==> config.mk <==
export PLATFORM = sky130hd
export DESIGN_NAME = instr_fetch_ir_flat
export DESIGN_NICKNAME = d
export VERILOG_FILES = /design/src/rtl/instr_fetch_ir_pkg.sv /design/src/rtl/instr_fetch_ir_if.sv /design/src/rtl/instr_fetch_ir_skid_buf.sv /design/src/rtl/instr_fetch_ir.sv /design/src/flat_wrapper.sv
export SDC_FILE = /design/constraint.sdc
export NUM_CORES = 1
export LEC_CHECK = 0
export BUFFER_PORTS_ARGS = -buffer_cell sky130_fd_sc_hd__buf_4
export CAP_MARGIN = 20
export CORE_MARGIN = 2
export CORE_UTILIZATION = 54
export CTS_CLUSTER_DIAMETER = 30
export DETAILED_ROUTE_END_ITERATION = 10
export GPL_TIMING_DRIVEN = 0
export HOLD_SLACK_MARGIN = 0.08
export MAX_ROUTING_LAYER = met4
export PLACE_DENSITY = 0.88
export SLEW_MARGIN = 15
export SYNTH_ARGS = -nofsm -noshare
export SYNTH_HDL_FRONTEND = slang
export SYNTH_HIERARCHICAL = 1
export SYNTH_SLANG_ARGS = --single-unit
==> constraint.sdc <==
create_clock -name clk -period 2.9 [get_ports clk]
set_input_delay 0.29 -clock clk [delete_from_list [all_inputs] [get_ports clk]]
set_output_delay 0.29 -clock clk [all_outputs]
set_load 0.02 [all_outputs]
==> src/rtl/instr_fetch_ir_pkg.sv <==
// Shared types and constants for the fetch / instruction-register stage.
// Package if_pkg is imported by the fetch top, its buffer and its bus interface.
package if_pkg;

    localparam int ADDR_W    = 8;
    localparam int DATA_W    = 16;
    localparam int BUF_DEPTH = 2;

    // Address the PC stage starts from after reset.
    localparam logic [ADDR_W-1:0] RESET_PC = 8'h80;

    typedef enum logic [1:0] {
        S_IDLE = 2'd0,
        S_RUN  = 2'd1,
        S_FULL = 2'd2,
        S_DROP = 2'd3
    } fetch_state_e;

    typedef struct packed {
        logic [ADDR_W-1:0] pc;
        logic [DATA_W-1:0] data;
    } ir_entry_t;

endpackage

==> src/rtl/instr_fetch_ir_if.sv <==
// Bus bundle around the fetch stage: PC handshake, memory read port,
// decode handshake and flush. master = fetch stage, slave = its environment.
interface instr_fetch_ir_if;
    import if_pkg::*;

    logic [ADDR_W-1:0] pc_addr;
    logic              pc_valid;
    logic              pc_ready;
    logic              mem_rd;
    logic [ADDR_W-1:0] mem_addr;
    logic [DATA_W-1:0] mem_rdata;
    logic              ir_valid;
    logic              ir_ready;
    logic [DATA_W-1:0] ir_data;
    logic [ADDR_W-1:0] ir_pc;
    logic              flush;

    modport master (
        input  pc_addr, pc_valid, mem_rdata, ir_ready, flush,
        output pc_ready, mem_rd, mem_addr, ir_valid, ir_data, ir_pc
    );

    modport slave (
        output pc_addr, pc_valid, mem_rdata, ir_ready, flush,
        input  pc_ready, mem_rd, mem_addr, ir_valid, ir_data, ir_pc
    );

endinterface

==> src/rtl/instr_fetch_ir_skid_buf.sv <==
// Two-entry instruction buffer. The head entry is a register of its own so
// the decode-facing outputs come straight from flops; the tail shifts into
// the head on pop. clear has priority over push and pop.
module ir_skid_buf
    import if_pkg::*;
(
    input  logic      clk,
    input  logic      rst,
    input  logic      push,
    input  logic      pop,
    input  logic      clear,
    input  ir_entry_t din,
    output logic [1:0] count,
    output ir_entry_t head
);

    logic [1:0] count_reg;
    ir_entry_t  head_reg;
    ir_entry_t  tail_reg;
    logic       pop_ok;
    logic       push_ok;

    // A push into a full buffer is only taken when the head leaves the same cycle.
    assign pop_ok  = pop && (count_reg != 2'd0);
    assign push_ok = push && ((count_reg != 2'(BUF_DEPTH)) || pop_ok);

    // Buffer storage and occupancy update.
    always_ff @(posedge clk or negedge rst) begin
        if (!rst) begin
            count_reg <= 2'd0;
            head_reg  <= '0;
            tail_reg  <= '0;
        end else if (clear) begin
            count_reg <= 2'd0;
        end else begin
            case ({push_ok, pop_ok})
                2'b10: begin
                    if (count_reg == 2'd0) head_reg <= din;
                    else                   tail_reg <= din;
                    count_reg <= count_reg + 2'd1;
                end
                2'b01: begin
                    head_reg  <= tail_reg;
                    count_reg <= count_reg - 2'd1;
                end
                2'b11: begin
                    if (count_reg == 2'd1) begin
                        head_reg <= din;
                    end else begin
                        head_reg <= tail_reg;
                        tail_reg <= din;
                    end
                end
                default: ;
            endcase
        end
    end

    assign count = count_reg;
    assign head  = head_reg;

endmodule

==> src/rtl/instr_fetch_ir.sv <==
// Fetch / instruction-register stage: accepts PC addresses, issues reads to a
// one-cycle synchronous instruction memory, pairs each returned word with its
// PC in a 2-entry buffer and hands entries to decode. flush discards buffered
// entries and the in-flight response.
// Optional macro IF_PERF_CNT_EN adds the stall_cnt output (saturating count of
// cycles where the PC stage offered an address that was not accepted).
module instr_fetch_ir
    import if_pkg::*;
(
    input  logic clk,
    input  logic rst,
    instr_fetch_ir_if.master bus
`ifdef IF_PERF_CNT_EN
    ,
    output logic [15:0] stall_cnt
`endif
);

    logic [1:0]        count;
    ir_entry_t         head;
    ir_entry_t         din;
    logic              ready_en_reg;
    logic              inflight_reg;
    logic [ADDR_W-1:0] pend_pc_reg;
    fetch_state_e      state_reg;
    fetch_state_e      state_next;
    logic [1:0]        occ;
    logic [1:0]        cnt_next;
    logic [1:0]        occ_next;
    logic              pop;
    logic              push;
    logic              accept;
    logic              pc_ready_int;

    // Occupancy counts the outstanding read so a full buffer is never overrun.
    assign occ          = count + {1'b0, inflight_reg};
    assign pop          = (count != 2'd0) && bus.ir_ready;
    assign pc_ready_int = ready_en_reg && !bus.flush &&
                          ((occ < 2'(BUF_DEPTH)) || ((occ == 2'(BUF_DEPTH)) && pop));
    assign accept       = bus.pc_valid && pc_ready_int;
    // The response of a flushed fetch is never written.
    assign push         = inflight_reg && !bus.flush && (state_reg != S_DROP);
    assign din          = '{pc: pend_pc_reg, data: bus.mem_rdata};

    assign bus.pc_ready = pc_ready_int;
    assign bus.mem_rd   = accept;
    assign bus.mem_addr = accept ? bus.pc_addr : '0;
    assign bus.ir_valid = (count != 2'd0);
    assign bus.ir_data  = head.data;
    assign bus.ir_pc    = head.pc;

    ir_skid_buf u_buf (
        .clk   (clk),
        .rst   (rst),
        .push  (push),
        .pop   (pop),
        .clear (bus.flush),
        .din   (din),
        .count (count),
        .head  (head)
    );

    // Next state follows the occupancy expected after the coming edge.
    always_comb begin
        cnt_next = count;
        if (bus.flush)         cnt_next = 2'd0;
        else if (push && !pop) cnt_next = count + 2'd1;
        else if (!push && pop) cnt_next = count - 2'd1;
        occ_next = cnt_next + {1'b0, accept};

        state_next = S_RUN;
        if (bus.flush)                          state_next = inflight_reg ? S_DROP : S_IDLE;
        else if (occ_next == 2'd0)              state_next = S_IDLE;
        else if (occ_next == 2'(BUF_DEPTH))     state_next = S_FULL;
    end

    // Handshake enable, in-flight tracking, PC pairing and state register.
    always_ff @(posedge clk or negedge rst) begin
        if (!rst) begin
            ready_en_reg <= 1'b0;
            inflight_reg <= 1'b0;
            pend_pc_reg  <= '0;
            state_reg    <= S_IDLE;
        end else begin
            ready_en_reg <= 1'b1;
            inflight_reg <= accept;
            if (accept) pend_pc_reg <= bus.pc_addr;
            state_reg    <= state_next;
        end
    end

`ifdef IF_PERF_CNT_EN
    logic [15:0] stall_cnt_reg;

    // Saturating count of offered-but-refused PC cycles; flush leaves it alone.
    always_ff @(posedge clk or negedge rst) begin
        if (!rst) begin
            stall_cnt_reg <= 16'd0;
        end else if (bus.pc_valid && !pc_ready_int && (stall_cnt_reg != 16'hFFFF)) begin
            stall_cnt_reg <= stall_cnt_reg + 16'd1;
        end
    end

    assign stall_cnt = stall_cnt_reg;
`endif

endmodule

==> src/flat_wrapper.sv <==
// flat-port wrapper written by rule: the top's interface ports become plain ports
module instr_fetch_ir_flat import if_pkg::*;
  (clk, rst, bus_pc_addr, bus_pc_valid, bus_mem_rdata, bus_ir_ready, bus_flush, bus_pc_ready, bus_mem_rd, bus_mem_addr, bus_ir_valid, bus_ir_data, bus_ir_pc);
  instr_fetch_ir_if bus_i ();
  input  logic clk;
  input  logic rst;
  input wire logic [$bits(bus_i.pc_addr)-1:0] bus_pc_addr;
  input wire logic [$bits(bus_i.pc_valid)-1:0] bus_pc_valid;
  input wire logic [$bits(bus_i.mem_rdata)-1:0] bus_mem_rdata;
  input wire logic [$bits(bus_i.ir_ready)-1:0] bus_ir_ready;
  input wire logic [$bits(bus_i.flush)-1:0] bus_flush;
  output wire logic [$bits(bus_i.pc_ready)-1:0] bus_pc_ready;
  output wire logic [$bits(bus_i.mem_rd)-1:0] bus_mem_rd;
  output wire logic [$bits(bus_i.mem_addr)-1:0] bus_mem_addr;
  output wire logic [$bits(bus_i.ir_valid)-1:0] bus_ir_valid;
  output wire logic [$bits(bus_i.ir_data)-1:0] bus_ir_data;
  output wire logic [$bits(bus_i.ir_pc)-1:0] bus_ir_pc;
  assign bus_i.pc_addr = bus_pc_addr;
  assign bus_i.pc_valid = bus_pc_valid;
  assign bus_i.mem_rdata = bus_mem_rdata;
  assign bus_i.ir_ready = bus_ir_ready;
  assign bus_i.flush = bus_flush;
  assign bus_pc_ready = bus_i.pc_ready;
  assign bus_mem_rd = bus_i.mem_rd;
  assign bus_mem_addr = bus_i.mem_addr;
  assign bus_ir_valid = bus_i.ir_valid;
  assign bus_ir_data = bus_i.ir_data;
  assign bus_ir_pc = bus_i.ir_pc;
  instr_fetch_ir u_core (.clk(clk), .rst(rst), .bus(bus_i));
endmodule
Word-level counts from Yosys, hierarchy flattened
Index checks and enable logic that the tools add are counted.
{"block": "classes", "add_sub_neg": 4, "n_lt_le_gt_ge": 1, "eq_ne": 11, "muxes": 16, "n_bitwise": 1, "reduce_logical": 24}
{"cell": "2-to-1 mux 24 bit", "n": 4}
{"cell": "case mux 24 bit (3 select lines)", "n": 1}
{"cell": "case mux 24 bit (2 select lines)", "n": 1}
{"cell": "2-to-1 mux 2 bit", "n": 8}
{"cell": "logical AND 1 bit", "n": 11}
{"cell": "inequality test 2 bit (second input constant)", "n": 5}
{"cell": "== test 2 bit (second input constant)", "n": 4}
{"cell": "2-to-1 mux 8 bit", "n": 1}
{"cell": "nonzero test 3 bit", "n": 2}
{"cell": "adder 2 x 1 -> 2 bit", "n": 2}
{"cell": "== test 2 x 1 -> 1 bit (second input constant)", "n": 2}
{"cell": "logical NOT 2 bit", "n": 2}
{"cell": "case mux 2 bit (2 select lines)", "n": 1}
{"cell": "AND reduction 4 bit", "n": 1}
{"cell": "nonzero test 2 bit", "n": 2}
{"cell": "logical NOT 1 bit", "n": 3}
{"cell": "AND reduction 3 bit", "n": 1}
{"cell": "adder 2 x 1 -> 2 bit (second input constant)", "n": 1}
{"cell": "logical OR 1 bit", "n": 2}
{"cell": "< comparator 2 bit (second input constant)", "n": 1}
{"cell": "subtractor 2 x 1 -> 2 bit (second input constant)", "n": 1}
{"cell": "inverter 1 bit", "n": 1}
{"block": "word_totals", "regBits": 62, "in_bits": 29, "output_inout_bits": 35, "wordCells": 66}

Longest topological paths before layout
Gate-level depths: netlist of the first run.
{"block": "depth", "ltp_word": 13, "ltp_mapped": 10, "ltp_nobuf": 10}

Modules after synthesis
The synthesis of the first run kept the hierarchy.
{"mod": "ir_skid_buf", "instances": 1, "cells_each": 179, "area_per_inst_um2": 2297.2, "seq_area_each_um2": 1251.2}
{"mod": "instr_fetch_ir", "instances": 1, "cells_each": 58, "area_per_inst_um2": 643.1, "seq_area_each_um2": 300.3}

Worst setup path after synthesis of the first run
Ideal clock, no wire load.
{"block": "synth_timing", "kind": "reg-to-reg", "from": "reg u_core.u_buf.count_reg[1], in the netlist u_core/u_buf/count[1]", "to": "reg u_core.state_reg[1]", "setup_ns": 0.110, "arrival_ns": 2.453, "required_time_ns": 2.790, "setup_slack_ns": 0.337, "stages_incl_launch_ff": 10, "path_buffers": 0, "synth_period_minus_slack_ns": 2.563, "path_cell_list": "dfrtp_1 inv_1 ha_1 nor2b_4 a21oi_1 nor3b_4 nand2_2 inv_1 ha_1 o41ai_1"}
{"block": "synth_between", "elab_chain_cells": 11}
{"element": "from (decl)", "line_no": "instr_fetch_ir_skid_buf.sv:17", "source": "logic [1:0] count_reg;"}
{"element": "from (signal assigned)", "line_no": "instr_fetch_ir_skid_buf.sv:40", "source": "count_reg <= count_reg + 2'd1;"}
{"element": "from (signal assigned)", "line_no": "instr_fetch_ir_skid_buf.sv:44", "source": "count_reg <= count_reg - 2'd1;"}
{"element": "nonzero test 2 bit *", "line_no": "instr_fetch_ir.sv:37", "source": "assign pop = (count != 2'd0) && bus.ir_ready;"}
{"element": "logical AND 1 bit *", "line_no": "instr_fetch_ir.sv:37"}
{"element": "via u_core.pop", "line_no": "instr_fetch_ir.sv:30", "source": "logic pop;"}
{"element": "logical AND 1 bit *", "line_no": "instr_fetch_ir.sv:39", "source": "((occ < 2'(BUF_DEPTH)) || ((occ == 2'(BUF_DEPTH)) && pop));"}
{"element": "logical OR 1 bit *", "line_no": "instr_fetch_ir.sv:39"}
{"element": "logical AND 1 bit *", "line_no": "instr_fetch_ir.sv:38", "source": "assign pc_ready_int = ready_en_reg && !bus.flush &&"}
{"element": "via bus_pc_ready", "line_no": "flat_wrapper.sv:12", "source": "output wire logic [$bits(bus_i.pc_ready)-1:0] bus_pc_ready;"}
{"element": "logical AND 1 bit *", "line_no": "instr_fetch_ir.sv:40", "source": "assign accept = bus.pc_valid && pc_ready_int;"}
{"element": "via bus_mem_rd", "line_no": "flat_wrapper.sv:13", "source": "output wire logic [$bits(bus_i.mem_rd)-1:0] bus_mem_rd;"}
{"element": "adder 2 x 1 -> 2 bit *", "line_no": "instr_fetch_ir.sv:69", "source": "occ_next = cnt_next + {1'b0, accept};"}
{"element": "== test 2 bit", "line_no": "instr_fetch_ir.sv:74", "source": "else if (occ_next == 2'(BUF_DEPTH)) state_next = S_FULL;"}
{"element": "2-to-1 mux 2 bit", "line_no": "instr_fetch_ir.sv:74"}
{"element": "2-to-1 mux 2 bit *", "line_no": "instr_fetch_ir.sv:73", "source": "else if (occ_next == 2'd0) state_next = S_IDLE;"}
{"element": "2-to-1 mux 2 bit *", "line_no": "instr_fetch_ir.sv:72", "source": "if (bus.flush) state_next = inflight_reg ? S_DROP : S_IDLE;"}
{"element": "via u_core.state_next[1]", "line_no": "instr_fetch_ir.sv:26", "source": "fetch_state_e state_next;"}
{"element": "to (signal assigned)", "line_no": "instr_fetch_ir.sv:88", "source": "state_reg <= state_next;"}
{"element": "to (decl)", "line_no": "instr_fetch_ir.sv:25", "source": "fetch_state_e state_reg;"}
Mark *: on every way through the listed nets, which the timed path passes. The rest lies on a longest branch.
A chain may end at the register's enable or synchronous reset.

Worst setup path after layout of the first run
{"block": "layout_timing", "from": "reg u_core.u_buf.count_reg[1], in the netlist u_core/u_buf/count[1]", "to": "out bus_mem_addr[4]"}
{"block": "layout_between", "elab_chain_cells": 7}
{"element": "nonzero test 2 bit", "line_no": "instr_fetch_ir.sv:37"}
{"element": "logical AND 1 bit", "line_no": "instr_fetch_ir.sv:37"}
{"element": "via u_core.pop", "line_no": "instr_fetch_ir.sv:30"}
{"element": "logical AND 1 bit", "line_no": "instr_fetch_ir.sv:39"}
{"element": "logical OR 1 bit", "line_no": "instr_fetch_ir.sv:39"}
{"element": "logical AND 1 bit", "line_no": "instr_fetch_ir.sv:38"}
{"element": "logical AND 1 bit", "line_no": "instr_fetch_ir.sv:40"}
{"element": "2-to-1 mux 8 bit", "line_no": "instr_fetch_ir.sv:47", "source": "assign bus.mem_addr = accept ? bus.pc_addr : '0;"}
{"element": "to (decl)", "line_no": "flat_wrapper.sv:14", "source": "output wire logic [$bits(bus_i.mem_addr)-1:0] bus_mem_addr;"}
The timed path passes the listed nets, and every way through them passes these cells.

==> impl_summary.log, run 1 <==
[metrics] global-route wire length before repair: 10.1 mm
[metrics] number of distinct library cells after synthesis: 33
[metrics] register bit total from synthesis: 62
[metrics] layout cell share with drive strength beyond 1: 0.390
[metrics] Tmin final: 2660 ps
[metrics] maximum clock frequency: 377 MHz
[metrics] final setup fails: 0
[metrics] final routed wirelength across all metal layers: 6.04 mm
[metrics] most common cell after layout, fill and taps aside: sky130_fd_sc_hd__buf_4
[metrics] max-cap viol count: 0
[metrics] clock input transition at the sequential cells of the worst setup and hold paths: 70 ps
[metrics] sort of element at the start of the critical path: flip-flop
[metrics] H-tree levels: 3
[metrics] post-route DRC violation count: 0
[metrics] # diodes: 0
[metrics] final sum of negative setup slack: 0 ps
[metrics] io pins: 64
[metrics] CP max stage cell: sky130_fd_sc_hd__dfrtp_1
[metrics] HP Class: in -> reg
[metrics] ordered cell list for the critical path: inv_1, ha_1, nor2b_4, a21oi_1, nor3b_4, buf_4, and3_1, buf_4
[metrics] number of port buffers: 63
[metrics] number of global-route vias before repair: 2144
[metrics] share of synthesized registers carrying an async set or reset: 1.00
[metrics] drt via density: 5.26
[metrics] complex-gate fraction of the synthesized area: 0.0919
[metrics] total number of clock tree sinks: 62
[metrics] TritonCTS clock tree: built
[metrics] per-cell routed wire length: 15.6 µm
[metrics] clock skew: 6.21 ps
[metrics] initial core utilization: 0.568
[metrics] power density cells: 732 mW/mm²
[metrics] source-to-sink clock delay at the later pin of the worst-skew pair: 330 ps
[metrics] number of antenna violations at the first check in global routing: 0
[metrics] remaining max-slew budget at the tightest pin: 0.490
[metrics] Synth Area in Adders: 0.0255
[metrics] number of gates resized after CTS: 0
[metrics] buffers plus inverters on the worst setup path: 3
[metrics] cell taking the most area after synthesis: sky130_fd_sc_hd__dfrtp_1
[metrics] Post-synth EDFFs: 0
[metrics] endpoint class of the critical path: output pin
[metrics] slew at the pin with the worst max-slew slack: 766 ps
[metrics] Final Hold Fails: 0
[metrics] DRT iter0 DRCs: 114
[metrics] largest cells by area after synthesis: sky130_fd_sc_hd__dfrtp_1 (53%), sky130_fd_sc_hd__mux2_4 (10%), sky130_fd_sc_hd__mux2i_1 (8.9%)
[metrics] result of the run: complete, no violations
[metrics] # fillers: 368
[metrics] share of synthesized area occupied by flip-flops and latches: 0.528
[metrics] Core ar.: 0.00517 mm²
[metrics] slowest stage delay, CP: 480 ps
[metrics] post-layout utilization of the core: 0.721
[metrics] number of pins with negative max-slew slack in the final report: 0
[metrics] post-synthesis instance area: 0.00294 mm²
[metrics] most used flip-flop cell after synthesis: sky130_fd_sc_hd__dfrtp_1
[metrics] Post-Syn Instances: 237
[metrics] delay-heaviest family, CP: simple AND/OR/NAND/NOR gates
[metrics] overflow left after global routing: 0
[metrics] worst vdd ir: 0.000334 V
[metrics] root buffer cell: sky130_fd_sc_hd__clkbuf_8
[metrics] area share of xor/xnor cells in the synthesized design: 0.00894
[metrics] Critical Path Most Common Cell: sky130_fd_sc_hd__buf_4
[metrics] largest fanout on the critical path: 8
[metrics] FP Rows: 26
[metrics] Mapped Avg Cell Area: 12.4 µm²
[metrics] dominant combinational cell family by area after synthesis: multiplexers
[metrics] largest net degree at the start of global routing: 63
[metrics] multiplexer fraction of the synthesized cell area: 0.210
[metrics] standby leakage power: 2.13 nW
[metrics] Total Nets Final: 349
[metrics] hpwl dp: 4.24 mm
[metrics] RSZ-0062 raised after global routing: false
[metrics] simple-gate area share of the yosys netlist: 0.0957
[metrics] critical path class: reg -> out
[metrics] arrival time of data at the critical path endpoint: 2370 ps
[metrics] Area growth syn-to-layout: 26.8%
[metrics] CTS Buf Count: 9
[metrics] total via count in the routed design: 2042
[metrics] remaining antenna violation count: 0
[metrics] largest buffer count on any clock path: 2
[metrics] die boundary height: 77.8 µm
[metrics] share of Yosys cell area claimed by the top area cell type: 0.528
[metrics] drt first pass iters: 4
[metrics] top library cells by usage in the layout, fill and taps aside: sky130_fd_sc_hd__buf_4 (67), sky130_fd_sc_hd__dfrtp_1 (62), sky130_fd_sc_hd__nor2_1 (31)
[metrics] data required time at the worst endpoint: 2610 ps
[metrics] global-route total usage across every layer: 0.223
[metrics] width of the die: 77.8 µm
[metrics] Syn Nets: 272
[metrics] full die area: 0.00605 mm²
[metrics] synth warn: 6
[metrics] gp weighted congestion: 0.758
[metrics] part of the cycle the worst path needs: 0.916
==> kinds of logic after synthesis <==
group                    Yosys count
AO/OA/AOI/OAI                     44
XOR/XNOR                           3
adder cells (fa/ha/maj)            6
buffers and inverters             19
flip-flops                        62
multiplexers                      51
other                              1
AND/OR/NAND/NOR                   51
==> final timing paths <==
check                                               from                  endpoint  slack, ps  depth (start not counted)
worst max-delay path               u_core/u_buf/count[1]           bus_mem_addr[4]        240                          8
worst min-delay path                    bus_mem_rdata[8]  u_core/u_buf/tail_reg[8]        200                          2
worst max register to register     u_core/u_buf/count[1]       u_core/state_reg[1]        390                          9
worst min register to register  u_core/u_buf/tail_reg[6]  u_core/u_buf/tail_reg[6]        510                          1
max in group asynchronous                            rst  u_core/u_buf/tail_reg[7]       1820                          2
min in group asynchronous                            rst       u_core/state_reg[1]        570                          2
==> per-layer routing <==
metal  track usage  vias to the layer above  wire [µm]
met2         0.348                       57       3040
met3        0.0430                       16        254
met5             -                        -          0
met4         0.129                        0        163
met1         0.272                      992       2590
li1              -                      977          -
==> report_power, final <==
group | internal (W) | total, W | switching, W
registers | 0.00106 | 0.00118 | 0.000121
clock network | 0.000475 | 0.000783 | 0.000308
logic | 0.000360 | 0.000764 | 0.000404
total | 0.00190 | 0.00273 | 0.000833
==> repair_timing <==
action,CTS,global route
hold buffers,1,0
endpoints found under the hold margin,62,0
setup buffers,0,2
setup endpoints to repair,0,2
==> per-stage QoR <==
step	hold slack (ps)	instance area, µm²	total power [W]	setup WS, ps	instances
2_1_floorplan	-5.59	2940	0.00160	337	237
3_3_place_gp	407	3500	0.00192	321	370
3_5_place_dp	408	3500	0.00196	235	370
4_1_cts	181	3710	0.00275	145	386
5_1_grt	187	3730	0.00286	70.1	388
6_report	198	3730	0.00273	244	388
==> synth_stat cells (2+ instances only) <==
library cell	count
sky130_fd_sc_hd__inv_1	8
sky130_fd_sc_hd__buf_2	5
sky130_fd_sc_hd__a21o_1	9
sky130_fd_sc_hd__and3_1	8
sky130_fd_sc_hd__mux2i_1	26
sky130_fd_sc_hd__nor2_1	31
sky130_fd_sc_hd__buf_6	4
sky130_fd_sc_hd__ha_1	6
sky130_fd_sc_hd__nand2b_4	2
sky130_fd_sc_hd__mux2_2	5
sky130_fd_sc_hd__mux2_4	20
sky130_fd_sc_hd__dfrtp_1	62
sky130_fd_sc_hd__buf_4	2
sky130_fd_sc_hd__xnor2_1	3
sky130_fd_sc_hd__a211oi_1	2
sky130_fd_sc_hd__a21oi_1	27
==> worst reg2reg max path, stage by stage (launching register included) <==
cell,delay [ps]
sky130_fd_sc_hd__dfrtp_1,480
sky130_fd_sc_hd__inv_1,110
sky130_fd_sc_hd__ha_1,230
sky130_fd_sc_hd__nor2b_4,260
sky130_fd_sc_hd__a21oi_1,160
sky130_fd_sc_hd__nor3b_4,260
sky130_fd_sc_hd__nand2_2,160
sky130_fd_sc_hd__inv_1,130
sky130_fd_sc_hd__ha_1,250
sky130_fd_sc_hd__o41ai_1,350
==> layout make-up <==
| cell class | count | area (µm²) | area share |
|---|---|---|---|
| flip-flops and latches | 62 | 1550 | 0.416 |
| multi-input cells | 156 | 1270 | 0.342 |
| clock buffers | 10 | 128 | 0.0342 |
| plain buffers | 11 | 85.1 | 0.0228 |
| well taps | 70 | 87.6 | 0.0235 |
| clock inverters | 5 | 75.1 | 0.0201 |
| repair buffers | 66 | 498 | 0.134 |
| inverters | 8 | 30.0 | 0.00805 |
Note: power is estimated with default switching activity, not from simulation.
==> inputs of run 2 (changes only) <==
--- a/config.mk
+++ b/config.mk
@@ -8,14 +8,14 @@
 export BUFFER_PORTS_ARGS = -buffer_cell sky130_fd_sc_hd__buf_4
 export CAP_MARGIN = 20
 export CORE_MARGIN = 2
-export CORE_UTILIZATION = 54
+export CORE_UTILIZATION = 55
 export CTS_CLUSTER_DIAMETER = 30
 export DETAILED_ROUTE_END_ITERATION = 10
 export GPL_TIMING_DRIVEN = 0
 export HOLD_SLACK_MARGIN = 0.08
 export MAX_ROUTING_LAYER = met4
-export PLACE_DENSITY = 0.88
-export SLEW_MARGIN = 15
+export PLACE_DENSITY = 0.9
+export SLEW_MARGIN = 20
 export SYNTH_ARGS = -nofsm -noshare
 export SYNTH_HDL_FRONTEND = slang
 export SYNTH_HIERARCHICAL = 1
==> constraint.sdc (replaced) <==
create_clock -name clk -period 3.4 [get_ports clk]
set_input_delay 0.34 -clock clk [delete_from_list [all_inputs] [get_ports clk]]
set_output_delay 0.34 -clock clk [all_outputs]
set_load 0.02 [all_outputs]
==> impl_summary.log, run 2 (synthesis results as in run 1) <==
[metrics] slowest stage delay, CP: 500 ps (was 480 ps)
[metrics] width of the die: 77.1 µm (was 77.8 µm)
[metrics] summed area of non-filler cells in the final layout: 0.00367 mm² (was 0.00373 mm²)
[metrics] clock input transition at the sequential cells of the worst setup and hold paths: 60 ps (was 70 ps)
[metrics] Tmin final: 2780 ps
[metrics] postcts setup bufs: 0 (unchanged)
[metrics] critical path class: reg -> out (unchanged)
[metrics] worst vdd ir: 0.000365 V (was 0.000334 V)
[metrics] clock skew: 10.1 ps (was 6.21 ps)
[metrics] power consumption: 0.00219 W (was 0.00273 W)
[metrics] die boundary height: 77.1 µm (was 77.8 µm)
[metrics] share of power burned in combinational logic: 0.292 (was 0.280)
[metrics] delay-heaviest family, CP: simple AND/OR/NAND/NOR gates (unchanged)
[metrics] global routing met1 resource utilization: 0.273 (was 0.272)
[metrics] final setup fails: 0 (unchanged)
[metrics] TritonCTS clock tree: built (unchanged)
[metrics] per-cell routed wire length: 15.5 µm (was 15.6 µm)
[metrics] result of the run: complete, no violations (unchanged)
[metrics] final-layout worst hold slack: 82.2 ps (was 198 ps)
[metrics] gp weighted congestion: 0.777 (was 0.758)
[metrics] remaining antenna violation count: 0 (unchanged)
[metrics] full die area: 0.00595 mm² (was 0.00605 mm²)
[metrics] hpwl dp: 4.30 mm (was 4.24 mm)
[metrics] max-cap viol count: 0 (unchanged)
[metrics] data required time at the worst endpoint: 3060 ps (was 2610 ps)
[metrics] io pins: 64 (unchanged)
[metrics] layout cell share with drive strength beyond 1: 0.389 (was 0.390)
[metrics] switching portion of total power: 0.330 (was 0.305)
[metrics] CP max stage cell: sky130_fd_sc_hd__dfrtp_1 (unchanged)
[metrics] reg-to-reg slack, setup: 740 ps (was 390 ps)
[metrics] number of gates resized after CTS: 0 (unchanged)
[metrics] endpoint class of the critical path: output pin (unchanged)
[metrics] slew at the pin with the worst max-slew slack: 768 ps (was 766 ps)
[metrics] fraction of power consumed by the clock network: 0.247 (was 0.287)
[metrics] number of port buffers: 63 (unchanged)
[metrics] final routed wirelength across all metal layers: 6.00 mm (was 6.04 mm)
[metrics] source-to-sink clock delay at the later pin of the worst-skew pair: 340 ps (was 330 ps)
[metrics] drt via density: 5.34 (was 5.26)
[metrics] launching element of the worst setup path: u_core/u_buf/count[1] (unchanged)
[metrics] total via count in the routed design: 2063 (was 2042)
[metrics] DP Area: 0.00350 mm² (unchanged)
[metrics] part of the cycle the worst path needs: 0.819
[metrics] power density cells: 598 mW/mm² (was 732 mW/mm²)
[metrics] number of global-route vias before repair: 2124 (was 2144)
[metrics] number of antenna violations at the first check in global routing: 0 (unchanged)
[metrics] drt first pass iters: 4 (unchanged)
[metrics] CTS Buf Count: 9 (unchanged)
[metrics] length in cells of the worst reg-to-reg path: 9 (unchanged)
[metrics] Final Hold Fails: 0 (unchanged)
[metrics] overflow left after global routing: 0 (unchanged)
[metrics] RSZ-0062 raised after global routing: false (unchanged)
[metrics] initial core utilization: 0.572 (was 0.568)
[metrics] total number of clock tree sinks: 62 (unchanged)
[metrics] reg2reg end: u_core/state_reg[1] (unchanged)
[metrics] Net Sw Power: 0.000724 W (was 0.000833 W)
[metrics] global-route total usage across every layer: 0.220 (was 0.223)
[metrics] hold buffer count at cts: 0 (was 1)
[metrics] buffers plus inverters on the worst setup path: 3 (unchanged)
[metrics] H-tree levels: 3 (unchanged)
[metrics] power share of the sequential group: 0.461 (was 0.433)
[metrics] standby leakage power: 2.09 nW (was 2.13 nW)
[metrics] ordered cell list for the critical path: inv_1, ha_1, nor2b_4, a21oi_1, nor3b_4, nand2_2, inv_1, buf_4 (was inv_1, ha_1, nor2b_4, a21oi_1, nor3b_4, buf_4, and3_1, buf_4)
[metrics] DRT iter0 DRCs: 111 (was 114)
[metrics] Crit Reg-Reg Startpoint: u_core/u_buf/count[1] (unchanged)
[metrics] global-route wire length before repair: 9.87 mm (was 10.1 mm)
[metrics] Area growth syn-to-layout: 24.7% (was 26.8%)
[metrics] HP Class: in -> async (was in -> reg)
[metrics] number of pins with negative max-slew slack in the final report: 0 (unchanged)
[metrics] setup slack after placement: 772 ps (was 235 ps)
[metrics] top library cells by usage in the layout, fill and taps aside: sky130_fd_sc_hd__buf_4 (65), sky130_fd_sc_hd__dfrtp_1 (62), sky130_fd_sc_hd__nor2_1 (31) (was sky130_fd_sc_hd__buf_4 (67), sky130_fd_sc_hd__dfrtp_1 (62), sky130_fd_sc_hd__nor2_1 (31))
[metrics] sort of element at the start of the critical path: flip-flop (unchanged)
[metrics] FP Rows: 26 (unchanged)
[metrics] maximum clock frequency: 359 MHz
[metrics] largest buffer count on any clock path: 2 (unchanged)
[metrics] most common cell after layout, fill and taps aside: sky130_fd_sc_hd__buf_4 (unchanged)
[metrics] busiest grt layer: met2 (unchanged)
[metrics] largest fanout on the critical path: 10 (was 8)
[metrics] internal power: 0.00147 W (was 0.00190 W)
[metrics] Total Nets Final: 346 (was 349)
[metrics] met2 usage in global routing: 0.349 (was 0.348)
[metrics] Core ar.: 0.00514 mm² (was 0.00517 mm²)
[metrics] # diodes: 0 (unchanged)
[metrics] final worst slack: 617 ps (was 244 ps)
[metrics] root buffer cell: sky130_fd_sc_hd__clkbuf_8 (unchanged)
[metrics] final sum of negative setup slack: 0 ps (unchanged)
[metrics] remaining max-slew budget at the tightest pin: 0.488 (was 0.490)
[metrics] largest net degree at the start of global routing: 63 (unchanged)
[metrics] Critical Path Most Common Cell: sky130_fd_sc_hd__inv_1 (was sky130_fd_sc_hd__buf_4)
[metrics] post-route DRC violation count: 0 (unchanged)
[metrics] met3 routing resource usage after global routing: 0.0400 (was 0.0430)
[metrics] arrival time of data at the critical path endpoint: 2440 ps (was 2370 ps)
[run 2: cell count changes in the layout (fill, tap and decap cells not counted)]
cell,delta
sky130_fd_sc_hd__buf_4,-2
sky130_fd_sc_hd__bufinv_16,-2
sky130_fd_sc_hd__clkinvlp_4,+2
sky130_fd_sc_hd__dlygate4sd3_1,-1
sky130_fd_sc_hd__clkinv_4,+1
[run 2: power by group through the flow]
stage / sequential (W) / combinational [W] / clock (W)
after global routing: 0.00103 / 0.000694 / 0.000588
after CTS: 0.00101 / 0.000649 / 0.000555
after detailed placement: 0.00102 / 0.000647 / 0
after floorplan: 0.00115 / 0.000215 / 0
final: 0.00101 / 0.000641 / 0.000542
after global placement: 0.00101 / 0.000627 / 0
[run 2: layout make-up]
type | count | area, µm²
sequential | 62 | 1550
fill | 383 | 1470
multi-input combinational | 156 | 1270
timing repair buffer | 63 | 473
clock buffer | 10 | 128
tap | 70 | 87.6
buffer | 11 | 85.1
clock inverter | 6 | 38.8
inverter | 8 | 30.0
[run 2: per-layer routing]
metal	up-vias	share of wire
li1	973	-
met4	0	0.022
met2	60	0.51
met5	-	0
met3	13	0.037
met1	1017	0.43
[run 2: worst max-delay path by stage]
stage,endpoint,slack [ps],cells past startpoint
floorplan,u_core/state_reg[1],840,9
global placement,u_core/state_reg[1],820,9
detailed placement,u_core/state_reg[1],770,9
CTS,bus_mem_rd,610,8
global route,bus_mem_rd,450,8
finish,bus_mem_rd,620,8
[run 2: per-stage QoR]
stage / std cells / utilization
after detailed placement: 370 / 0.681
after global placement: 370 / 0.681
final: 386 / 0.713
after floorplan: 237 / -
after CTS: 386 / 0.713
after global routing: 386 / 0.713
